**src/rtl/rs_decoder_checker_pkg.sv**
```systemverilog
// Shared RS(20,16) definitions over GF(2^8) for the encoder and decoder checker.
// Latency: n/a (types, constants and pure combinational helpers).
// Backpressure: n/a.
package rs_pkg;

    localparam int SYM_W = 8;
    localparam int N_SYM = 20;
    localparam int K_SYM = 16;
    localparam int NSYND = N_SYM - K_SYM;

    // Field polynomial x^8 + x^4 + x^3 + x^2 + 1
    localparam logic [SYM_W:0] GF_POLY = 9'h11D;

    typedef logic [SYM_W-1:0] symbol_t;

    typedef enum logic {
        RECEIVE = 1'b0,
        SEND    = 1'b1
    } state_t;

    // Generator roots alpha^0 .. alpha^(NSYND-1)
    localparam symbol_t ALPHA_POW [NSYND] = '{8'h01, 8'h02, 8'h04, 8'h08};

    // Multiply by alpha: shift left, fold the overflow bit back through the field polynomial.
    function automatic symbol_t gf_xtime(symbol_t s);
        symbol_t sh;
        sh = {s[SYM_W-2:0], 1'b0};
        return s[SYM_W-1] ? (sh ^ GF_POLY[SYM_W-1:0]) : sh;
    endfunction

    // Multiply by alpha^j; with constant j this collapses to a fixed XOR network.
    function automatic symbol_t gf_mul_alpha_pow(symbol_t s, int j);
        symbol_t r;
        r = s;
        for (int i = 0; i < j; i++) begin
            r = gf_xtime(r);
        end
        return r;
    endfunction

endpackage

```
**src/rtl/rs_syndrome_cell.sv**
```systemverilog
// One syndrome accumulator S_j = r(alpha^j), evaluated by Horner's rule, highest degree first.
// Latency: 1 cycle per symbol; synd_next is the combinational value S_j takes on enable.
// Backpressure: none; updates only when enable is high, clear has priority.
// Ports: clock, clear (sync), enable, symbol in; synd_next out.
module rs_syndrome_cell
    import rs_pkg::*;
#(
    parameter int ROOT_IDX = 0
) (
    input  logic    clock,
    input  logic    clear,
    input  logic    enable,
    input  symbol_t symbol,
    output symbol_t synd_next
);

    symbol_t synd;

    always_comb begin
        synd_next = gf_mul_alpha_pow(synd, ROOT_IDX) ^ symbol;
    end

    always_ff @(posedge clock) begin
        if (clear) begin
            synd <= '0;
        end else if (enable) begin
            synd <= synd_next;
        end
    end

endmodule

```
**config.mk**
```make
export PLATFORM = sky130hd
export DESIGN_NAME = rs_syndrome_cell
export DESIGN_NICKNAME = d
export VERILOG_FILES = /design/src/rtl/rs_decoder_checker_pkg.sv /design/src/rtl/rs_syndrome_cell.sv
export SDC_FILE = /design/constraint.sdc
export NUM_CORES = 1
export LEC_CHECK = 0
export ABC_AREA = 1
export BUFFER_PORTS_ARGS = -buffer_cell sky130_fd_sc_hd__clkbuf_2
export CAP_MARGIN = 20
export CORE_AREA = 2 2 39 41
export DETAILED_ROUTE_END_ITERATION = 6
export DIE_AREA = 0 0 41 43
export GPL_TIMING_DRIVEN = 0
export MAX_ROUTING_LAYER = met4
export PLACE_DENSITY = 0.74
export SETUP_SLACK_MARGIN = 0.1
export SYNTH_ARGS = -nofsm -noshare
export SYNTH_HDL_FRONTEND = slang
export SYNTH_SLANG_ARGS = --single-unit
```
**constraint.sdc**
```tcl
create_clock -name clock -period 0.8 [get_ports clock]
set_input_delay 0.12 -clock clock [delete_from_list [all_inputs] [get_ports clock]]
set_output_delay 0.12 -clock clock [all_outputs]
set_load 0.01 [all_outputs]
```
Word level (Yosys, flattened, before mapping)

Index checks and enable logic that the tools add are counted.

Register bits after elaboration: 8
Bits in latches: 0
Bits in writable memories: 0
Bits in read-only memories: 0
Input port bits: 11
Output and inout port bits: 8
Memories: 0

Add/subtract/negate cells: 0
$mul: 0
Divide/modulo/power cells: 0
$lt $le $gt $ge: 0
Equality and inequality tests: 0
Shift-type cells: 0
Muxes and demuxes: 0
Bitwise operators: 1
Reduce and logical (&&, ||, !) cells: 0

Operators with widths:

| cell              | count |
|---|---|
| bitwise XOR 8 bit | 1 |

Longest topological paths before layout

Depth after elaboration: 1
Gate-level depth with buffers: 5

Worst setup path before layout

No wires, ideal clock.

Kind: register to register
Start point: register synd[0]
End point: register synd[0]
Arrival time: 587 ps
Data required time: 691 ps
Slack: 105 ps
Cell stages (with the launch flop): 6
Path buffers: 0
Cell sequence: dfxtp_1 > clkinv_1 > nand2_1 > nand3_1 > nand2_1 > inv_1

Cells in the longest elaborated chain, start to end: 1

Ends and longest elaborated chain:

| element                | line                   | RTL |
|---|---|---|
| start, declared        | rs_syndrome_cell.sv:17 | `symbol_t synd;` |
| start signal, assigned | rs_syndrome_cell.sv:27 | `synd <= synd_next;` |
| bitwise XOR 8 bit      | rs_syndrome_cell.sv:20 | `synd_next = gf_mul_alpha_pow(synd, ROOT_IDX) ^ symbol;` |

No other way between the ends.
A chain may end at the register's enable or synchronous reset.

Final worst setup path

Start point: register synd[1]
End point: output port synd_next[1]

Cells in the longest elaborated chain, start to end: 1

Ends and longest elaborated chain:

| element           | line                   | RTL |
|---|---|---|
| bitwise XOR 8 bit | rs_syndrome_cell.sv:20 |  |
| end, declared     | rs_syndrome_cell.sv:14 | `output symbol_t synd_next` |

No other way between the ends.

==> out/metrics.json <==
{
  "ctsHtreeMaxLevel": {"value": 1},
  "count_of_cell_types_in_the_netlist": {"value": 10},
  "sort_of_element_at_the_start_of_the_critical_path": {"value": "flip-flop"},
  "finish.utilization": {"value": 61.12, "unit": "%"},
  "cp-end-kind": {"value": "primary output"},
  "critical_path.startpoint": {"value": "synd[1]$_SDFFE_PP0P_"},
  "fp.dieW": {"value": 41, "unit": "µm"},
  "yosys_warnings": {"value": 0},
  "synth.top_cell.area_share": {"value": 33.42, "unit": "%"},
  "timing.final.ws_setup": {"value": -0.2113, "unit": "ns"},
  "critical_path.slowest_cell": {"value": "sky130_fd_sc_hd__dfxtp_2"},
  "r2r_end": {"value": "synd[6]$_SDFFE_PP0P_"},
  "gp_routability_congestion": {"value": 0.6080},
  "drt-initial-drc-count": {"value": 7},
  "finalNetCount": {"value": 126},
  "synth.yosys.seq_area_share": {"value": 33.42, "unit": "%"},
  "worstHoldEndpoint": {"value": "synd[0]$_SDFFE_PP0P_"},
  "first_global_vias": {"value": 536},
  "cp_top_family": {"value": "flip-flops"},
  "worst_hold_slack": {"value": 0.1768, "unit": "ns"},
  "min_path_type": {"value": "primary input to flip-flop"},
  "grt_pass1_wl": {"value": 2.014, "unit": "mm"},
  "route.detailed.wl_per_inst": {"value": 10.34, "unit": "µm"},
  "initial_antenna_violation_count": {"value": 0},
  "largest_regs": {"value": "synd: 8 flops"},
  "die_height": {"value": 43, "unit": "µm"},
  "clk_tree_root_cell": {"value": "sky130_fd_sc_hd__clkbuf_4"},
  "grt_setup_unrepaired": {"value": "true"},
  "p_leak": {"value": 0.4917, "unit": "nW"},
  "grt_start_max_net_pins": {"value": 10},
  "violations": {"value": "setup timing"},
  "cp.arrival": {"value": 0.89, "unit": "ns"},
  "critPathKind": {"value": "flip-flop to primary output"},
  "yosys.cell_count.top_type": {"value": "sky130_fd_sc_hd__nand2_1"},
  "yosys-top-cells-area": {"value": "sky130_fd_sc_hd__dfxtp_1, sky130_fd_sc_hd__nand2_1, sky130_fd_sc_hd__inv_1, sky130_fd_sc_hd__nand3_1, sky130_fd_sc_hd__a21oi_1"},
  "crit_chain": {"value": "inv_4, nand2_2, nand2_1, buf_2"},
  "max_slew_margin": {"value": 85.68, "unit": "%"},
  "groute.usage.overall": {"value": 17.48, "unit": "%"},
  "setup_violations": {"value": 9},
  "ys_seq_elements": {"value": 8},
  "hold_path_startpoint": {"value": "enable"},
  "total_number_of_vias": {"value": 572},
  "synth.net_count": {"value": 94},
  "run_status": {"value": "complete, but fails checks"},
  "placement.io_buffers": {"value": 16},
  "r2r_cells": {"value": 7},
  "synth_cells": {"value": 83},
  "yosys.area.top_type": {"value": "sky130_fd_sc_hd__dfxtp_1"},
  "period_share": {"value": 126.4, "unit": "%"},
  "final_setup_skew": {"value": 0, "unit": "ns"},
  "critical_path.max_fanout": {"value": 2},
  "worst-endpoint-required": {"value": 0.68, "unit": "ns"},
  "vdd.ir_drop.worst": {"value": 1.048, "unit": "mV"},
  "totalPowerFinal": {"value": 0.001196, "unit": "W"},
  "crit_path_max_incr_delay": {"value": 0.36, "unit": "ns"},
  "grt_overflow": {"value": 0},
  "dominantRegCellSynth": {"value": "sky130_fd_sc_hd__dfxtp_1"},
  "clk_transition_reported_paths": {"value": 0.06, "unit": "ns"},
  "power_per_cell_area": {"value": 1414, "unit": "mW/mm²"},
  "final-seq-area": {"value": 172.7, "unit": "µm²"},
  "route.antenna.remaining_nets": {"value": 0},
  "cts_num_sinks": {"value": 8},
  "cts.hold.buffers_added": {"value": 0},
  "netlist_area": {"value": 479.2, "unit": "µm²"},
  "area_delta_synth_final": {"value": 76.50, "unit": "%"},
  "detailedRoute.firstPassIterationCount": {"value": 4},
  "cts-buffers-inserted": {"value": 3},
  "floorplan.initialDensity": {"value": 34.63, "unit": "%"},
  "floorplan.die_area": {"value": 0.001763, "unit": "mm²"},
  "std_cell_rows": {"value": 14},
  "async_reset_ff_share": {"value": 0, "unit": "%"},
  "hold-path-cell-count": {"value": 4},
  "layout-drive-gt1-share": {"value": 66.37, "unit": "%"},
  "finalNonFillerCells": {"value": 129},
  "largest_register_ffs": {"value": 8},
  "slew_viol_final": {"value": 0},
  "maxClockFrequency": {"value": 988.8, "unit": "MHz"},
  "timing.max_cap.violations": {"value": 0},
  "detail_route.drc_violations": {"value": 0},
  "synth-edff-count": {"value": 0},
  "routed_wirelength": {"value": 1.334, "unit": "mm"},
  "clk_path_buf_depth": {"value": 2},
  "reg2reg_from": {"value": "synd[6]$_SDFFE_PP0P_"},
  "post-place-ws": {"value": 0.03802, "unit": "ns"},
  "n_antenna_cell": {"value": 0},
  "worst_slew_pin_slew": {"value": 0.2149, "unit": "ns"},
  "hpwlAfterDp": {"value": 723.6, "unit": "µm"},
  "final.fill_count": {"value": 138},
  "hold_viol": {"value": 0},
  "syn-mean-instance-area": {"value": 5.774, "unit": "µm²"},
  "final_period_minus_worst_setup_slack": {"value": 1.011, "unit": "ns"},
  "core-area": {"value": 0.001384, "unit": "mm²"},
  "place.detailed.instances": {"value": 115},
  "routed_via_density": {"value": 4.434},
  "worst-r2r-setup-slack": {"value": -0.06, "unit": "ns"},
  "io_pins": {"value": 19},
  "synth_commonest_cells": {"value": "sky130_fd_sc_hd__nand2_1, sky130_fd_sc_hd__inv_1, sky130_fd_sc_hd__dfxtp_1, sky130_fd_sc_hd__nand3_1, sky130_fd_sc_hd__a21oi_1"},
  "clock_latency_of_the_later_clocked_register_in_the_worst_skew_pair": {"value": 0.26, "unit": "ns"},
  "registers.top_by_ff_count": {"value": "synd"},
  "critical_path.n_buffers_inverters": {"value": 2},
  "multi_input_comb_area": {"value": 297.8, "unit": "µm²"},
  "cts_tree": {"value": "done"}
}
-- routing by layer --
layer / track usage [%] / wire length, µm
met1: 16.99 / 470
met2: 29.06 / 788
met3: 7.853 / 65
met4: 6.000 / 9
met5: - / 0
-- worst register-to-register path: stages (launching register included) --
cell and delay (ns):
sky130_fd_sc_hd__dfxtp_2 0.33, sky130_fd_sc_hd__clkinv_2 0.06, sky130_fd_sc_hd__nand2_2 0.06, sky130_fd_sc_hd__buf_6 0.09, sky130_fd_sc_hd__buf_6 0.08, sky130_fd_sc_hd__nand3_2 0.06
sky130_fd_sc_hd__nand2_1 0.05, sky130_fd_sc_hd__inv_1 0.03
-- through the flow --
stage	TNS (ns)	area (µm²)
after floorplan	0	479.2
after global placement	0	579.3
after detailed placement	0	579.3
after CTS	-1.795	749.5
after global routing	-2.204	845.8
final	-1.631	845.8
-- power breakdown --
part           switching (W)  leakage, nW  internal (W)  total, W
clock network       0.000142       0.0138      0.000172  0.000314
logic               0.000208        0.409      0.000211  0.000419
registers          0.0000271       0.0691      0.000436  0.000463
-- final cells by class --
type                            count  share of cell area (%)
Timing Repair Buffer               27                   24.56
Inverter                           25                   12.87
Sequential cell                     8                   20.41
Buffer                              2                   1.923
Multi-Input combinational cell     48                   35.21
Clock buffer                        3                   2.663
Tap cell                           16                   2.367
-- how the worst max path moves through the flow --
| stage | endpoint | slack [ns] | cells past startpoint |
|---|---|---|---|
| 2_1_floorplan | synd[0]$_SDFFE_PP0P_ | 0.10 | 5 |
| 3_3_place_gp | synd_next[5] | 0.05 | 4 |
| 6_report | synd_next[1] | -0.21 | 4 |
| 3_5_place_dp | synd_next[0] | 0.04 | 4 |
| 5_1_grt | synd_next[1] | -0.26 | 4 |
| 4_1_cts | synd_next[1] | -0.20 | 4 |
-- placed cells by master (no fill, tap or decap), drive strengths merged --
master,Yosys,layout
a21oi,8,8
buf,2,21
clkbuf,0,11
clkinv,5,2
dfxtp,8,8
inv,20,23
nand2,32,32
nand3,8,8
-- cells by family (layout without fill, tap and decap cells) --
kind of cell,after synthesis,count (layout),synth area share (%)
simple gates,40,40,33.42
flops,8,8,33.42
buf+inv,27,57,24.02
compound gates,8,8,9.138
-- timing repair --
action                     in CTS  in global routing
setup endpoints to repair      16                 16
buffers inserted               11                  6
pin swaps                      19                 15
resized for setup              31                 36
Power figures use the tool's default switching activity.
